**src/rtl/regfile_wr_arbiter_pkg.sv**
```systemverilog
// Shared definitions for the register-file write arbiter: datapath widths
// and the arbitration FSM state encoding.
package regfile_wr_arbiter_pkg;

    localparam int REG_ADDR_W = 5;
    localparam int REG_DATA_W = 32;
    localparam int REG_POS_W  = 4;

    typedef enum logic [0:0] {
        ARB    = 1'b0,
        LOCKED = 1'b1
    } arb_state_e;

endpackage

```
**src/rtl/regfile_wr_arbiter_rr_pick.sv**
```systemverilog
// Round-robin priority pick: returns a one-hot grant for the lowest set
// request bit at or after ptr, wrapping to index 0. Purely combinational.
module rr_pick #(
    parameter int N     = 3,
    parameter int PTR_W = 2
) (
    input  logic [N-1:0]     req,
    input  logic [PTR_W-1:0] ptr,
    output logic [N-1:0]     gnt
);

    logic [N-1:0] hi_gnt;
    logic [N-1:0] lo_gnt;

    // Scan downward so the last hit is the lowest index; requests at or
    // above the pointer take precedence over the wrapped-around ones.
    always_comb begin
        hi_gnt = '0;
        lo_gnt = '0;
        for (int j = N - 1; j >= 0; j--) begin
            if (req[j]) begin
                if (j >= int'(ptr)) begin
                    hi_gnt    = '0;
                    hi_gnt[j] = 1'b1;
                end else begin
                    lo_gnt    = '0;
                    lo_gnt[j] = 1'b1;
                end
            end
        end
        gnt = (hi_gnt != '0) ? hi_gnt : lo_gnt;
    end

endmodule

```
**src/rtl/regfile_wr_arbiter.sv**
```systemverilog
// Register-file write arbiter: NUM_REQ requesters share one write port.
// Round-robin arbitration with per-requester burst lock, a global hold,
// and a registered one-beat write output with a saturating write counter.
// Optional feature: define REGFILE_WR_ARBITER_R0_DROP_EN to acknowledge
// but silently drop writes to address 0.
//
// Handshake: a transfer happens on a rising edge where req_valid_i[k] and
// req_ready_o[k] are both high. req_ready_o is at most one-hot, depends
// combinationally on the current inputs, and is zero during hold/reset.
module regfile_wr_arbiter
    import regfile_wr_arbiter_pkg::*;
#(
    parameter int NUM_REQ = 3,
    parameter int CNT_W   = 16
) (
    input  logic                          clk_i,
    input  logic                          reset,
    input  logic [NUM_REQ-1:0]            req_valid_i,
    input  logic [NUM_REQ-1:0]            req_lock_i,
    input  logic [NUM_REQ*REG_ADDR_W-1:0] req_addr_i,
    input  logic [NUM_REQ*REG_DATA_W-1:0] req_data_i,
    input  logic [NUM_REQ*REG_POS_W-1:0]  req_pos_i,
    output logic [NUM_REQ-1:0]            req_ready_o,
    input  logic                          wr_hold_i,
    output logic                          RegWrite_o,
    output logic [REG_ADDR_W-1:0]         RDaddr_o,
    output logic [REG_DATA_W-1:0]         RDdata_o,
    output logic [REG_POS_W-1:0]          is_pos_o,
    output logic [NUM_REQ-1:0]            grant_o,
    output logic                          locked_o,
    output logic [CNT_W-1:0]              wr_count_o
);

    localparam int PTR_W = (NUM_REQ > 1) ? $clog2(NUM_REQ) : 1;

    arb_state_e             state;
    logic [PTR_W-1:0]       rr_ptr;
    logic [NUM_REQ-1:0]     owner;
    logic [NUM_REQ-1:0]     pick_gnt;
    logic                   accept;
    logic                   issue;
    logic [PTR_W-1:0]       win_idx;
    logic [PTR_W-1:0]       next_ptr;
    logic                   win_lock;
    logic                   owner_lock;
    logic                   owner_valid;
    logic [REG_ADDR_W-1:0]  sel_addr;
    logic [REG_DATA_W-1:0]  sel_data;
    logic [REG_POS_W-1:0]   sel_pos;

    rr_pick #(
        .N     (NUM_REQ),
        .PTR_W (PTR_W)
    ) u_rr_pick (
        .req (req_valid_i),
        .ptr (rr_ptr),
        .gnt (pick_gnt)
    );

    // Ready: round-robin pick in ARB, only the owner in LOCKED, none on hold/reset.
    always_comb begin
        req_ready_o = '0;
        if (!reset && !wr_hold_i) begin
            if (state == ARB) begin
                req_ready_o = pick_gnt;
            end else begin
                req_ready_o = owner & req_valid_i;
            end
        end
    end

    // Select the winner's index and payload from the one-hot ready vector.
    always_comb begin
        win_idx  = '0;
        sel_addr = '0;
        sel_data = '0;
        sel_pos  = '0;
        for (int k = 0; k < NUM_REQ; k++) begin
            if (req_ready_o[k]) begin
                win_idx  = PTR_W'(k);
                sel_addr = req_addr_i[k*REG_ADDR_W +: REG_ADDR_W];
                sel_data = req_data_i[k*REG_DATA_W +: REG_DATA_W];
                sel_pos  = req_pos_i[k*REG_POS_W +: REG_POS_W];
            end
        end
    end

    assign accept      = |req_ready_o;
    assign win_lock    = |(req_ready_o & req_lock_i);
    assign owner_lock  = |(owner & req_lock_i);
    assign owner_valid = |(owner & req_valid_i);
    assign next_ptr    = (win_idx == PTR_W'(NUM_REQ - 1)) ? '0 : PTR_W'(win_idx + 1'b1);

`ifdef REGFILE_WR_ARBITER_R0_DROP_EN
    // Address 0 is hard-wired zero in the register file: accept, but do not write.
    assign issue = accept && (sel_addr != '0);
`else
    assign issue = accept;
`endif

    // Arbitration FSM: pointer advance, lock entry/exit; frozen while on hold.
    always_ff @(posedge clk_i) begin
        if (reset) begin
            state    <= ARB;
            rr_ptr   <= '0;
            owner    <= '0;
            locked_o <= 1'b0;
        end else if (!wr_hold_i) begin
            case (state)
                ARB: begin
                    if (accept) begin
                        rr_ptr <= next_ptr;
                        if (win_lock) begin
                            state    <= LOCKED;
                            owner    <= req_ready_o;
                            locked_o <= 1'b1;
                        end
                    end
                end
                LOCKED: begin
                    if (!owner_lock && (accept || !owner_valid)) begin
                        state    <= ARB;
                        owner    <= '0;
                        locked_o <= 1'b0;
                    end
                end
                default: begin
                    state    <= ARB;
                    owner    <= '0;
                    locked_o <= 1'b0;
                end
            endcase
        end
    end

    // Write port: one-cycle pulse per issued transfer; payload holds when idle.
    always_ff @(posedge clk_i) begin
        if (reset) begin
            RegWrite_o <= 1'b0;
            RDaddr_o   <= '0;
            RDdata_o   <= '0;
            is_pos_o   <= '0;
            grant_o    <= '0;
            wr_count_o <= '0;
        end else begin
            RegWrite_o <= issue;
            grant_o    <= issue ? req_ready_o : '0;
            if (issue) begin
                RDaddr_o <= sel_addr;
                RDdata_o <= sel_data;
                is_pos_o <= sel_pos;
                if (wr_count_o != {CNT_W{1'b1}}) begin
                    wr_count_o <= wr_count_o + CNT_W'(1);
                end
            end
        end
    end

endmodule

```
**config.mk**
```make
export PLATFORM = sky130hd
export DESIGN_NAME = regfile_wr_arbiter
export DESIGN_NICKNAME = d
export VERILOG_FILES = /design/src/rtl/regfile_wr_arbiter_pkg.sv /design/src/rtl/regfile_wr_arbiter_rr_pick.sv /design/src/rtl/regfile_wr_arbiter.sv
export SDC_FILE = /design/constraint.sdc
export NUM_CORES = 1
export LEC_CHECK = 0
export CAP_MARGIN = 10
export CORE_UTILIZATION = 43
export CTS_BUF_LIST = sky130_fd_sc_hd__clkbuf_4 sky130_fd_sc_hd__clkbuf_8
export DETAILED_ROUTE_END_ITERATION = 12
export PLACE_DENSITY = 0.95
export RECOVER_POWER = 50
export SLEW_MARGIN = 10
export SYNTH_ARGS = -nofsm -noshare
export SYNTH_HDL_FRONTEND = slang
export SYNTH_SLANG_ARGS = --single-unit
```
**constraint.sdc**
```tcl
create_clock -name clk_i -period 3.93 [get_ports clk_i]
set_input_delay 0.5895 -clock clk_i [delete_from_list [all_inputs] [get_ports clk_i]]
set_output_delay 0.5895 -clock clk_i [all_outputs]
set_load 0.005 [all_outputs]
```
==> impl_results.html, run 1 <==
<table>
<tr><th>Metric</th><th>Value</th></tr>
<tr><th colspan="2">Status</th></tr>
<tr><td>Violated checks</td><td>max-capacitance violations, max-slew violations</td></tr>
<tr><td>Result of the run</td><td>finished, violations left</td></tr>
<tr><th colspan="2">Hold path</th></tr>
<tr><td>Type of the most critical hold path</td><td>reg -&gt; reg</td></tr>
<tr><th colspan="2">Worst setup path</th></tr>
<tr><td>Setup crit end kind</td><td>flop</td></tr>
<tr><td>Crit start category</td><td>input pin</td></tr>
<tr><td>Arrival time at the worst endpoint</td><td>3620 ps</td></tr>
<tr><td>Endpoint of the most critical setup path</td><td>wr_count_o[3]$_SDFFE_PP0P_</td></tr>
<tr><td>Worst endpoint required time</td><td>4200 ps</td></tr>
<tr><td>Setup crit start</td><td>req_valid_i[2]</td></tr>
<tr><td>Setup CP Type</td><td>in -&gt; reg</td></tr>
<tr><td>Largest fanout on the critical path</td><td>54</td></tr>
<tr><td>FF-to-FF path depth</td><td>7</td></tr>
<tr><td>RR Startpoint</td><td>state$_SDFFE_PP0N_</td></tr>
<tr><td>End of the worst register-to-register path</td><td>wr_count_o[3]$_SDFFE_PP0P_</td></tr>
<tr><td>Worst reg-to-reg setup slack</td><td>1010 ps</td></tr>
<tr><th colspan="2">Yosys</th></tr>
<tr><td>Number of register bits inferred by synthesis</td><td>68</td></tr>
<tr><td>Share of async-settable or async-resettable flops after synthesis</td><td>0%</td></tr>
<tr><td>Post-synthesis cell count</td><td>439</td></tr>
<tr><td>Cell area after synthesis</td><td>around 3400 um^2</td></tr>
<tr><td>Cell variety after synth</td><td>approximately 50</td></tr>
<tr><td>Top cells by area, synth</td><td>dfxtp_1, a311oi_1, nand2_1, nor2_1, o21ai_0</td></tr>
<tr><td>Post-synth net total</td><td>approximately 570</td></tr>
<tr><td>Top FF cell, synth</td><td>dfxtp_1</td></tr>
<tr><td>Share of synthesized area occupied by flip-flops and latches</td><td>39.7%</td></tr>
<tr><td>Largest area contributor in the synthesized netlist</td><td>dfxtp_1</td></tr>
<tr><td>Number of enable-type register cells in the synthesized netlist</td><td>0</td></tr>
<tr><td>Portion of synthesized cell area occupied by the leading cell type</td><td>39.7%</td></tr>
<tr><td>Number of warnings printed during yosys synthesis</td><td>0</td></tr>
<tr><td>Post-Synthesis Mean Instance Area</td><td>7.81 um^2</td></tr>
<tr><th colspan="2">STA</th></tr>
<tr><td>Accumulated negative setup slack</td><td>0 ps</td></tr>
<tr><td>Final hold slack</td><td>467 ps</td></tr>
<tr><td>Tightest Pin Transition</td><td>1660 ps</td></tr>
<tr><td>Final period demand of the worst path</td><td>approximately 3400 ps</td></tr>
<tr><td>Post-layout worst setup margin</td><td>between 500 and 600 ps</td></tr>
<tr><td>Final setup violation count</td><td>0</td></tr>
<tr><td>Max-slew headroom at the worst pin</td><td>-11.0%</td></tr>
<tr><td>Share of the clock period used by the worst path</td><td>a little under nine tenths</td></tr>
<tr><td>Layout Skew</td><td>about 7.8 ps</td></tr>
<tr><td>Pins over their slew limit</td><td>39</td></tr>
<tr><td>Count of final hold-check violations</td><td>0</td></tr>
<tr><td>Fmax</td><td>about 300 MHz</td></tr>
<tr><td>Unrepaired setup endpoints after global routing</td><td>false</td></tr>
<tr><th colspan="2">Pwr</th></tr>
<tr><td>Leak</td><td>2.12 nW</td></tr>
<tr><td>Worst voltage drop across the vdd grid</td><td>0.000163 V</td></tr>
<tr><td>Power density over cell area</td><td>between 300 and 400 nW/um^2</td></tr>
<tr><th colspan="2">Clock network</th></tr>
<tr><td>CTS clock-pin slew for the worst setup and hold paths</td><td>70 ps</td></tr>
<tr><td>Number of CTS-inserted buffers</td><td>9</td></tr>
<tr><td>Deepest level of the CTS H-tree</td><td>3</td></tr>
<tr><td>Quantity of gates resized following cts</td><td>0</td></tr>
<tr><td>Number of setup buffers added after CTS</td><td>0</td></tr>
<tr><td>Source-to-sink clock delay at the later pin of the worst-skew pair</td><td>around 340 ps</td></tr>
<tr><td>Worst-case clock buffer depth</td><td>2</td></tr>
<tr><td># hold bufs at CTS</td><td>0</td></tr>
<tr><td>TritonCTS clock tree</td><td>yes</td></tr>
<tr><td>Clk Tree Root Cell</td><td>clkbuf_8</td></tr>
<tr><td>Number of sinks handled by clock tree synthesis</td><td>around 70</td></tr>
<tr><th colspan="2">Finish</th></tr>
<tr><td>Most frequent standard cell in the layout excluding fill and tap cells</td><td>clkdlybuf4s50_1</td></tr>
<tr><td>Post-layout instance count excluding filler cells</td><td>729</td></tr>
<tr><td>Number of nets in the finished design</td><td>755</td></tr>
<tr><td>Commonest cells after routing, fill and taps aside</td><td>clkdlybuf4s50_1, nand2_1, dfxtp_1, nor2_1, dlygate4sd3_1</td></tr>
<tr><td>Area growth from synthesis to final layout</td><td>64.9%</td></tr>
<tr><td>Layout filler cell count</td><td>571</td></tr>
<tr><td>Final antenna diode count</td><td>0</td></tr>
<tr><td>Layout cell share with drive strength beyond 1</td><td>5.74%</td></tr>
<tr><td>Total non-filler cell area in the finished layout</td><td>5660 um^2</td></tr>
<tr><th colspan="2">Floorplan</th></tr>
<tr><td>Count of standard-cell rows</td><td>32</td></tr>
<tr><td>Total Die Area</td><td>8340 um^2</td></tr>
<tr><td>Effective utilization at floorplan</td><td>44.4%</td></tr>
<tr><td>Core Footprint</td><td>7730 um^2</td></tr>
<tr><td>Die Wd</td><td>91.3 um</td></tr>
<tr><td>Top-Level Pins</td><td>197</td></tr>
<tr><td>Chip Height</td><td>slightly above 90 um</td></tr>
<tr><th colspan="2">Routing</th></tr>
<tr><td>DRC violations left</td><td>0</td></tr>
<tr><td>Via density per instance</td><td>~5.7</td></tr>
<tr><td>DR vias</td><td>4150</td></tr>
<tr><td>Number of search-and-repair iterations in the first detailed-routing pass</td><td>5</td></tr>
<tr><td>First-iteration detailed-routing DRC count</td><td>229</td></tr>
<tr><td>Average wire per cell in the routed design</td><td>17.1 um</td></tr>
<tr><td>Remaining number of nets flagged by the antenna check after routing</td><td>0</td></tr>
<tr><td>Total wire length</td><td>12.5 mm</td></tr>
<tr><th colspan="2">Global routing</th></tr>
<tr><td>Maximum number of pins on one net before global-route repair</td><td>63</td></tr>
<tr><td>Total track usage</td><td>29.2%</td></tr>
<tr><td>Total overflow reported by the global router</td><td>0</td></tr>
<tr><td>First-pass GRT wire length</td><td>19.4 mm</td></tr>
<tr><td>Initial antenna violation count</td><td>0</td></tr>
<tr><td>Via count of the first global-routing pass</td><td>3968</td></tr>
<tr><th colspan="2">Placed design</th></tr>
<tr><td>Final estimated routing congestion in global placement</td><td>0.878</td></tr>
<tr><td>Number of placed instances, taps included</td><td>713</td></tr>
<tr><td>DP HPWL</td><td>8.91 mm</td></tr>
<tr><td>Instance area at placement</td><td>5440 um^2</td></tr>
<tr><td>Buffers on Ports</td><td>196</td></tr>
<tr><td>Worst slack at placement</td><td>626 ps</td></tr>
<tr><th colspan="2">Job</th></tr>
<tr><td>Max cap viols</td><td>1</td></tr>
</table>
-- stage by stage --
stage | power (W) | util [%]
after detailed placement | 0.00121 | 70.4
after floorplan | 0.000944 | -
after global routing | 0.00192 | 73.2
after CTS | 0.00187 | 73.3
after global placement | 0.00120 | 70.4
final | 0.00184 | 73.2
-- where the power goes --
part / switching [W] / internal (W) / total [W]
combinational: 0.000176 / 0.000240 / 0.000415
sequential: 0.0000286 / 0.000738 / 0.000767
clock: 0.000265 / 0.000388 / 0.000653
total: 0.000469 / 0.00137 / 0.00184
-- kinds of logic after synthesis --
logic type / share of synthesized area, %
buffers and inverters: 6.27
flip-flops: 39.7
AND/OR/NAND/NOR: 23.5
adder cells (fa/ha/maj): 0.365
multiplexers: 1.64
XOR/XNOR: 2.55
AO/OA/AOI/OAI: 26.0
-- synth_stat cells, types with 2 or more instances --
master     instances
clkbuf_2           2
nor2b_1            3
nor2_1            64
nand4_1            7
a2111oi_2          2
o21ai_1           11
a21oi_1            9
xor2_1             2
mux2i_1            3
inv_1             12
o22ai_1            2
a311oi_1          41
dfxtp_1           68
buf_2             11
a221oi_1           2
nand2_1           92
and4_1             2
xnor2_1            8
a22oi_1            3
nand3_1            7
clkbuf_1          16
nor3_1             4
buf_6              4
a31oi_1            2
a211oi_1           4
and3_1             2
o21ai_0           32
-- worst max-delay path, stage by stage --
cell and delay, ps:
dlygate4sd3_1 680, a21oi_1 110, o2111a_1 340, o31ai_4 300
clkbuf_2 860, a22oi_1 350, nand4_1 210, mux2i_1 180
-- registers in the layout (all words and copies together), names as in the netlist --
signal,flops
owner,3
state,1
locked_o,1
wr_count_o,16
is_pos_o,4
RegWrite_o,1
RDaddr_o,5
rr_ptr,2
grant_o,3
RDdata_o,32
-- worst min path at each step --
| stage | start | end | depth (start not counted) |
|---|---|---|---|
| final | locked_o$_SDFFE_PP0P_ | locked_o$_SDFFE_PP0P_ | 2 |
| after global routing | locked_o$_SDFFE_PP0P_ | locked_o$_SDFFE_PP0P_ | 2 |
| after CTS | locked_o$_SDFFE_PP0P_ | locked_o$_SDFFE_PP0P_ | 2 |
| after detailed placement | locked_o$_SDFFE_PP0P_ | locked_o$_SDFFE_PP0P_ | 2 |
| after global placement | locked_o$_SDFFE_PP0P_ | locked_o$_SDFFE_PP0P_ | 2 |
| after floorplan | owner[2]$_SDFFE_PP0P_ | owner[2]$_SDFFE_PP0P_ | 2 |
-- cell type report --
cell class / instances / area [um^2] / share of cell area [%]
clock buffer: 12 / 153 / 2.70
clock inverter: 4 / 72.6 / 1.28
inverter: 12 / 45.0 / 0.796
multi-input combinational: 326 / 1880 / 33.2
sequential: 68 / 1360 / 24.1
tap: 102 / 128 / 2.26
timing repair buffer: 205 / 2020 / 35.7
-- layer usage --
metal	global-route usage, %	share of wire, %
met3	6.03	8.1
met4	12.3	2.5
met2	51.5	50
met1	34.1	39
met5	0	0
Note: power is estimated with default switching activity, not from simulation.
==> inputs of run 2 (changes only) <==
Settings changed: CORE_UTILIZATION 43 to 60, DONT_BUFFER_PORTS from default to 1, PLACE_DENSITY 0.95 to 0.83.
==> impl_results.html, run 2 (synthesized netlist as in run 1, its figures left out) <==
<table>
<tr><th>Metric</th><th>Value</th></tr>
<tr><th colspan="2">Clock network</th></tr>
<tr><td>Number of CTS-inserted buffers</td><td>9</td></tr>
<tr><td>Number of setup buffers added after CTS</td><td>0</td></tr>
<tr><td>Deepest level of the CTS H-tree</td><td>3</td></tr>
<tr><td># hold bufs at CTS</td><td>0</td></tr>
<tr><td>TritonCTS clock tree</td><td>yes</td></tr>
<tr><td>Source-to-sink clock delay at the later pin of the worst-skew pair</td><td>340 ps</td></tr>
<tr><td>Clk Tree Root Cell</td><td>clkbuf_8</td></tr>
<tr><td>CTS clock-pin slew for the worst setup and hold paths</td><td>around 80 ps</td></tr>
<tr><td>Worst-case clock buffer depth</td><td>2</td></tr>
<tr><td>Quantity of gates resized following cts</td><td>0</td></tr>
<tr><td>Number of sinks handled by clock tree synthesis</td><td>68</td></tr>
<tr><th colspan="2">Routing</th></tr>
<tr><td>Routed wire length on met3</td><td>890 um</td></tr>
<tr><td>DR vias</td><td>roughly 3.4k</td></tr>
<tr><td>Remaining number of nets flagged by the antenna check after routing</td><td>0</td></tr>
<tr><td>Via density per instance</td><td>a little under 7</td></tr>
<tr><td>Total wire length</td><td>a little under 10 mm</td></tr>
<tr><td>Number of search-and-repair iterations in the first detailed-routing pass</td><td>5</td></tr>
<tr><td>WL met2</td><td>~5 mm</td></tr>
<tr><td>Top sig layer</td><td>met4</td></tr>
<tr><td>DRC violations left</td><td>0</td></tr>
<tr><td>Average wire per cell in the routed design</td><td>19.2 um</td></tr>
<tr><td>First-iteration detailed-routing DRC count</td><td>266</td></tr>
<tr><td>Metal-1 WL</td><td>3.64 mm</td></tr>
<tr><th colspan="2">Global routing</th></tr>
<tr><td>Total overflow reported by the global router</td><td>0</td></tr>
<tr><td>Via count of the first global-routing pass</td><td>just over 3k</td></tr>
<tr><td>First-pass GRT wire length</td><td>14.6 mm</td></tr>
<tr><td>Total track usage</td><td>between 30% and 40%</td></tr>
<tr><td>Initial antenna violation count</td><td>0</td></tr>
<tr><td>Maximum number of pins on one net before global-route repair</td><td>65</td></tr>
<tr><th colspan="2">Floorplan</th></tr>
<tr><td>Effective utilization at floorplan</td><td>between 60% and 70%</td></tr>
<tr><td>Chip Height</td><td>77.6 um</td></tr>
<tr><td>Top-Level Pins</td><td>about 200</td></tr>
<tr><td>Core Footprint</td><td>5510 um^2</td></tr>
<tr><td>Total Die Area</td><td>6020 um^2</td></tr>
<tr><td>Die Wd</td><td>77.6 um</td></tr>
<tr><td>Count of standard-cell rows</td><td>27</td></tr>
<tr><th colspan="2">STA</th></tr>
<tr><td>Unrepaired setup endpoints after global routing</td><td>false</td></tr>
<tr><td>Max-slew headroom at the worst pin</td><td>45.2%</td></tr>
<tr><td>Share of the clock period used by the worst path</td><td>between 60% and 70%</td></tr>
<tr><td>Tightest Pin Transition</td><td>816 ps</td></tr>
<tr><td>Count of final hold-check violations</td><td>0</td></tr>
<tr><td>Final setup violation count</td><td>0</td></tr>
<tr><td>Pins over their slew limit</td><td>0</td></tr>
<tr><td>Fmax</td><td>around 380 MHz</td></tr>
<tr><td>Layout Skew</td><td>14.5 ps</td></tr>
<tr><td>Final period demand of the worst path</td><td>2620 ps</td></tr>
<tr><td>Accumulated negative setup slack</td><td>0 ps</td></tr>
<tr><th colspan="2">Worst setup path</th></tr>
<tr><td>Worst endpoint required time</td><td>3340 ps</td></tr>
<tr><td>Crit start category</td><td>flop</td></tr>
<tr><td>Largest fanout on the critical path</td><td>56</td></tr>
<tr><td>Setup CP Type</td><td>reg -&gt; out</td></tr>
<tr><td>Arrival time at the worst endpoint</td><td>2030 ps</td></tr>
<tr><td>Setup crit end kind</td><td>output port</td></tr>
<tr><th colspan="2">Finish</th></tr>
<tr><td>Number of nets in the finished design</td><td>557</td></tr>
<tr><td>Final antenna diode count</td><td>0</td></tr>
<tr><td>Post-layout instance count excluding filler cells</td><td>~500</td></tr>
<tr><td>Registers with the most flip-flops</td><td>RDdata_o x32, wr_count_o x16, RDaddr_o x5</td></tr>
<tr><td>Area growth from synthesis to final layout</td><td>7.11%</td></tr>
<tr><td>Most frequent standard cell in the layout excluding fill and tap cells</td><td>nand2_1</td></tr>
<tr><td>Layout filler cell count</td><td>448</td></tr>
<tr><td>Commonest cells after routing, fill and taps aside</td><td>nand2_1, dfxtp_1, nor2_1, a311oi_1, o21ai_0</td></tr>
<tr><td>Layout cell share with drive strength beyond 1</td><td>roughly 7.7%</td></tr>
<tr><td>Biggest register</td><td>RDdata_o</td></tr>
<tr><td>Flip-flop count of the largest register, all copies and words added</td><td>32</td></tr>
<tr><th colspan="2">Hold path</th></tr>
<tr><td>Type of the most critical hold path</td><td>in -&gt; reg</td></tr>
<tr><th colspan="2">Status</th></tr>
<tr><td>Result of the run</td><td>complete, no violations</td></tr>
<tr><th colspan="2">Placed design</th></tr>
<tr><td>Buffers on Ports</td><td>0</td></tr>
<tr><td>Final estimated routing congestion in global placement</td><td>0.975</td></tr>
<tr><td>DP HPWL</td><td>roughly 6.6 mm</td></tr>
<tr><td>Number of placed instances, taps included</td><td>485</td></tr>
<tr><th colspan="2">Pwr</th></tr>
<tr><td>Leak</td><td>1.19 nW</td></tr>
<tr><td>Power density over cell area</td><td>444 nW/um^2</td></tr>
<tr><td>Worst voltage drop across the vdd grid</td><td>0.000269 V</td></tr>
<tr><th colspan="2">Job</th></tr>
<tr><td>Max cap viols</td><td>0</td></tr>
</table>
## run 2: through the flow
step           area, um^2  util [%]  hold slack, ps  worst slack, ps  total power, W
2_1_floorplan        3430         -             460             1580        0.000944
3_3_place_gp         3440      62.4             477             1350        0.000972
3_5_place_dp         3440      62.4             483             1320        0.000982
4_1_cts              3670      66.7             299             1330         0.00164
5_1_grt              3670      66.7             289             1180         0.00170
6_report             3670      66.7             308             1310         0.00163
## run 2: worst paths after layout
path	startpoint	to	slack [ps]	cells after the start
worst max-delay path	rr_ptr[1]$_SDFFE_PP0P_	req_ready_o[0]	1310	5
worst min-delay path	reset	RDdata_o[25]$_SDFFE_PP0P_	310	1
worst max register to register	rr_ptr[1]$_SDFFE_PP0P_	wr_count_o[9]$_SDFFE_PP0P_	1330	6
worst min register to register	locked_o$_SDFFE_PP0P_	locked_o$_SDFFE_PP0P_	500	2
## run 2: layout make-up
class / instances / area, um^2 / share of cell area, %
clock inverter: 5 / 83.8 / 2.28
clock buffer: 11 / 151 / 4.12
inverter: 12 / 45.0 / 1.23
sequential: 68 / 1360 / 37.1
multi-input combinational: 326 / 1880 / 51.1
tap: 72 / 90.1 / 2.45
timing repair buffer: 7 / 65.1 / 1.77
## run 2: worst max-delay path, cell delays in order (launching register included)
cell,delay (ps)
dfxtp_1,490
xor2_1,180
a21oi_1,120
o2111ai_4,200
buf_4,520
inv_1,160
## run 2: power breakdown
group	switching [W]	leakage (nW)	total (W)	internal (W)
logic	0.000112	0.528	0.000184	0.0000724
registers	0.0000448	0.555	0.000783	0.000739
clock network	0.000272	0.112	0.000665	0.000393
total	0.000428	1.19	0.00163	0.00120
## run 2: per-layer routing
metal | vias up | GRT usage (%)
met1 | 1592 | 32.7
met3 | 26 | 9.88
met2 | 222 | 55.1
li1 | 1537 | -
met4 | 0 | 13.0
met5 | - | 0
==> inputs of run 3 (changes only) <==
Settings changed: CORE_UTILIZATION 60 to 59, PLACE_DENSITY 0.83 to 0.85.
Clock period 3.93 ns to 2.4 ns, I/O delays scaled along.
==> impl_results.html, run 3 (synthesized netlist as in run 1, its figures left out) <==
<table>
<tr><th>Metric</th><th>Value</th></tr>
<tr><th colspan="2">Placed design</th></tr>
<tr><td>DP HPWL</td><td>6.92 mm</td></tr>
<tr><td>Number of placed instances, taps included</td><td>around 490</td></tr>
<tr><td>Instance area at placement</td><td>3500 um^2</td></tr>
<tr><td>Buffers on Ports</td><td>0</td></tr>
<tr><td>Final estimated routing congestion in global placement</td><td>0.962</td></tr>
<tr><th colspan="2">Finish</th></tr>
<tr><td>Layout filler cell count</td><td>459</td></tr>
<tr><td>Layout cell share with drive strength beyond 1</td><td>a little under a tenth</td></tr>
<tr><td>Most frequent standard cell in the layout excluding fill and tap cells</td><td>nand2_1</td></tr>
<tr><td>Area of the multi-input gates</td><td>~1900 um^2</td></tr>
<tr><td>Final antenna diode count</td><td>0</td></tr>
<tr><td>Commonest cells after routing, fill and taps aside</td><td>nand2_1, dfxtp_1, nor2_1, a311oi_1, o21ai_0</td></tr>
<tr><td>Total non-filler cell area in the finished layout</td><td>3660 um^2</td></tr>
<tr><td>Number of nets in the finished design</td><td>565</td></tr>
<tr><td>Post-layout instance count excluding filler cells</td><td>507</td></tr>
<tr><td>Registers with the most flip-flops</td><td>RDdata_o x32, wr_count_o x16, RDaddr_o x5</td></tr>
<tr><td>Biggest register</td><td>RDdata_o</td></tr>
<tr><td>Reg area</td><td>1360 um^2</td></tr>
<tr><td>Flip-flop count of the largest register, all copies and words added</td><td>32</td></tr>
<tr><td>Area growth from synthesis to final layout</td><td>6.68%</td></tr>
<tr><th colspan="2">Routing</th></tr>
<tr><td>Remaining number of nets flagged by the antenna check after routing</td><td>0</td></tr>
<tr><td>Routed wire length on met3</td><td>960 um</td></tr>
<tr><td>First-iteration detailed-routing DRC count</td><td>about 250</td></tr>
<tr><td>Via density per instance</td><td>6.62</td></tr>
<tr><td>DRC violations left</td><td>0</td></tr>
<tr><td>Metal-1 WL</td><td>~3.6 mm</td></tr>
<tr><td>DR vias</td><td>3356</td></tr>
<tr><td>Number of search-and-repair iterations in the first detailed-routing pass</td><td>5</td></tr>
<tr><td>Top sig layer</td><td>met4</td></tr>
<tr><td>Total wire length</td><td>9.72 mm</td></tr>
<tr><td>WL met2</td><td>between 4 and 5 mm</td></tr>
<tr><td>Average wire per cell in the routed design</td><td>19.2 um</td></tr>
<tr><th colspan="2">Clock network</th></tr>
<tr><td>TritonCTS clock tree</td><td>yes</td></tr>
<tr><td>Worst-case clock buffer depth</td><td>2</td></tr>
<tr><td>CTS clock-pin slew for the worst setup and hold paths</td><td>70 ps</td></tr>
<tr><td>Number of sinks handled by clock tree synthesis</td><td>approximately 70</td></tr>
<tr><td>Deepest level of the CTS H-tree</td><td>3</td></tr>
<tr><td>Clk Tree Root Cell</td><td>clkbuf_8</td></tr>
<tr><td>Number of setup buffers added after CTS</td><td>0</td></tr>
<tr><td>Quantity of gates resized following cts</td><td>0</td></tr>
<tr><td>Number of CTS-inserted buffers</td><td>9</td></tr>
<tr><td>Source-to-sink clock delay at the later pin of the worst-skew pair</td><td>340 ps</td></tr>
<tr><td># hold bufs at CTS</td><td>0</td></tr>
<tr><th colspan="2">STA</th></tr>
<tr><td>Pins over their slew limit</td><td>0</td></tr>
<tr><td>Tightest Pin Transition</td><td>650 ps</td></tr>
<tr><td>Unrepaired setup endpoints after global routing</td><td>false</td></tr>
<tr><td>Count of final hold-check violations</td><td>0</td></tr>
<tr><td>Final setup violation count</td><td>0</td></tr>
<tr><td>Final period demand of the worst path</td><td>approximately 2300 ps</td></tr>
<tr><td>Share of the clock period used by the worst path</td><td>94.1%</td></tr>
<tr><td>Max-slew headroom at the worst pin</td><td>56.7%</td></tr>
<tr><td>Fmax</td><td>443 MHz</td></tr>
<tr><td>Accumulated negative setup slack</td><td>0 ps</td></tr>
<tr><td>Layout Skew</td><td>about 5.5 ps</td></tr>
<tr><th colspan="2">Floorplan</th></tr>
<tr><td>Chip Height</td><td>a little under 80 um</td></tr>
<tr><td>Effective utilization at floorplan</td><td>61.9%</td></tr>
<tr><td>Count of standard-cell rows</td><td>27</td></tr>
<tr><td>Core Footprint</td><td>5540 um^2</td></tr>
<tr><td>Top-Level Pins</td><td>between 150 and 200</td></tr>
<tr><td>Total Die Area</td><td>6120 um^2</td></tr>
<tr><td>Die Wd</td><td>slightly below 80 um</td></tr>
<tr><th colspan="2">Status</th></tr>
<tr><td>Result of the run</td><td>complete, no violations</td></tr>
<tr><th colspan="2">Global routing</th></tr>
<tr><td>Initial antenna violation count</td><td>0</td></tr>
<tr><td>Total overflow reported by the global router</td><td>0</td></tr>
<tr><td>Via count of the first global-routing pass</td><td>3154</td></tr>
<tr><td>Maximum number of pins on one net before global-route repair</td><td>65</td></tr>
<tr><td>Total track usage</td><td>31.2%</td></tr>
<tr><td>First-pass GRT wire length</td><td>14.9 mm</td></tr>
<tr><th colspan="2">Worst setup path</th></tr>
<tr><td>Setup CP Type</td><td>reg -&gt; out</td></tr>
<tr><td>Worst endpoint required time</td><td>2040 ps</td></tr>
<tr><td>Setup crit end kind</td><td>output port</td></tr>
<tr><td>Largest fanout on the critical path</td><td>between 40 and 50</td></tr>
<tr><td>Crit start category</td><td>flop</td></tr>
<tr><td>Arrival time at the worst endpoint</td><td>1900 ps</td></tr>
<tr><th colspan="2">Hold path</th></tr>
<tr><td>Type of the most critical hold path</td><td>in -&gt; reg</td></tr>
<tr><th colspan="2">Pwr</th></tr>
<tr><td>Worst voltage drop across the vdd grid</td><td>approximately 0.00032 V</td></tr>
<tr><td>Power density over cell area</td><td>~650 nW/um^2</td></tr>
<tr><td>Leak</td><td>between 1 and 1.5 nW</td></tr>
<tr><th colspan="2">Job</th></tr>
<tr><td>Max cap viols</td><td>0</td></tr>
</table>
[run 3: cell types whose count changed in the layout (fill, tap and decap cells not counted), sizes merged]
cell,previous run,this run
clkinvlp,2,0
bufinv,2,0
clkbuf,11,12
buf,7,14
clkinv,1,3
[run 3: stage by stage]
| stage | util [%] | power, W | setup slack, ps | hold slack [ps] |
|---|---|---|---|---|
| after global routing | 66.0 | 0.00252 | 4.52 | 63.2 |
| after floorplan | - | 0.00155 | 318 | 460 |
| final | 66.0 | 0.00240 | 141 | 81.8 |
| after detailed placement | 63.2 | 0.00162 | 196 | 437 |
| after CTS | 66.1 | 0.00241 | 108 | 69.8 |
| after global placement | 63.2 | 0.00160 | 317 | 431 |
[run 3: critical path, cell delays in order, from the launching register on]
cell and delay, ps:
dfxtp_1 410, nor3b_1 310, nor4_1 110, buf_4 160
nor3_4 120, buf_4 440
[run 3: power by group]
group | total [W] | internal (W) | switching (W)
clock network | 0.000802 | 0.000398 | 0.000404
logic | 0.000314 | 0.000126 | 0.000188
registers | 0.00128 | 0.00121 | 0.0000686
total | 0.00240 | 0.00173 | 0.000661
[run 3: final cells by class]
class / count / area share (%)
clock buffers: 11 / 3.97
clock inverters: 3 / 0.410
inverters: 12 / 1.23
multi-input cells: 326 / 51.4
flip-flops and latches: 68 / 37.2
well taps: 72 / 2.46
repair buffers: 15 / 3.35
[run 3: path summary, 6_finish.rpt]
path | to | slack, ps | cells past startpoint | start
max | req_ready_o[2] | 140 | 5 | rr_ptr[0]$_SDFFE_PP0P_
min | RDdata_o[15]$_SDFFE_PP0P_ | 80 | 1 | reset
max reg2reg | RDaddr_o[2]$_SDFFE_PP0P_ | 180 | 8 | rr_ptr[0]$_SDFFE_PP0P_
min reg2reg | locked_o$_SDFFE_PP0P_ | 480 | 2 | locked_o$_SDFFE_PP0P_
[run 3: metal layers]
metal | track usage [%] | vias up
met5 | 0 | -
met1 | 35.4 | 1563
met2 | 53.0 | 209
li1 | - | 1553
met4 | 15.6 | 0
met3 | 9.42 | 31
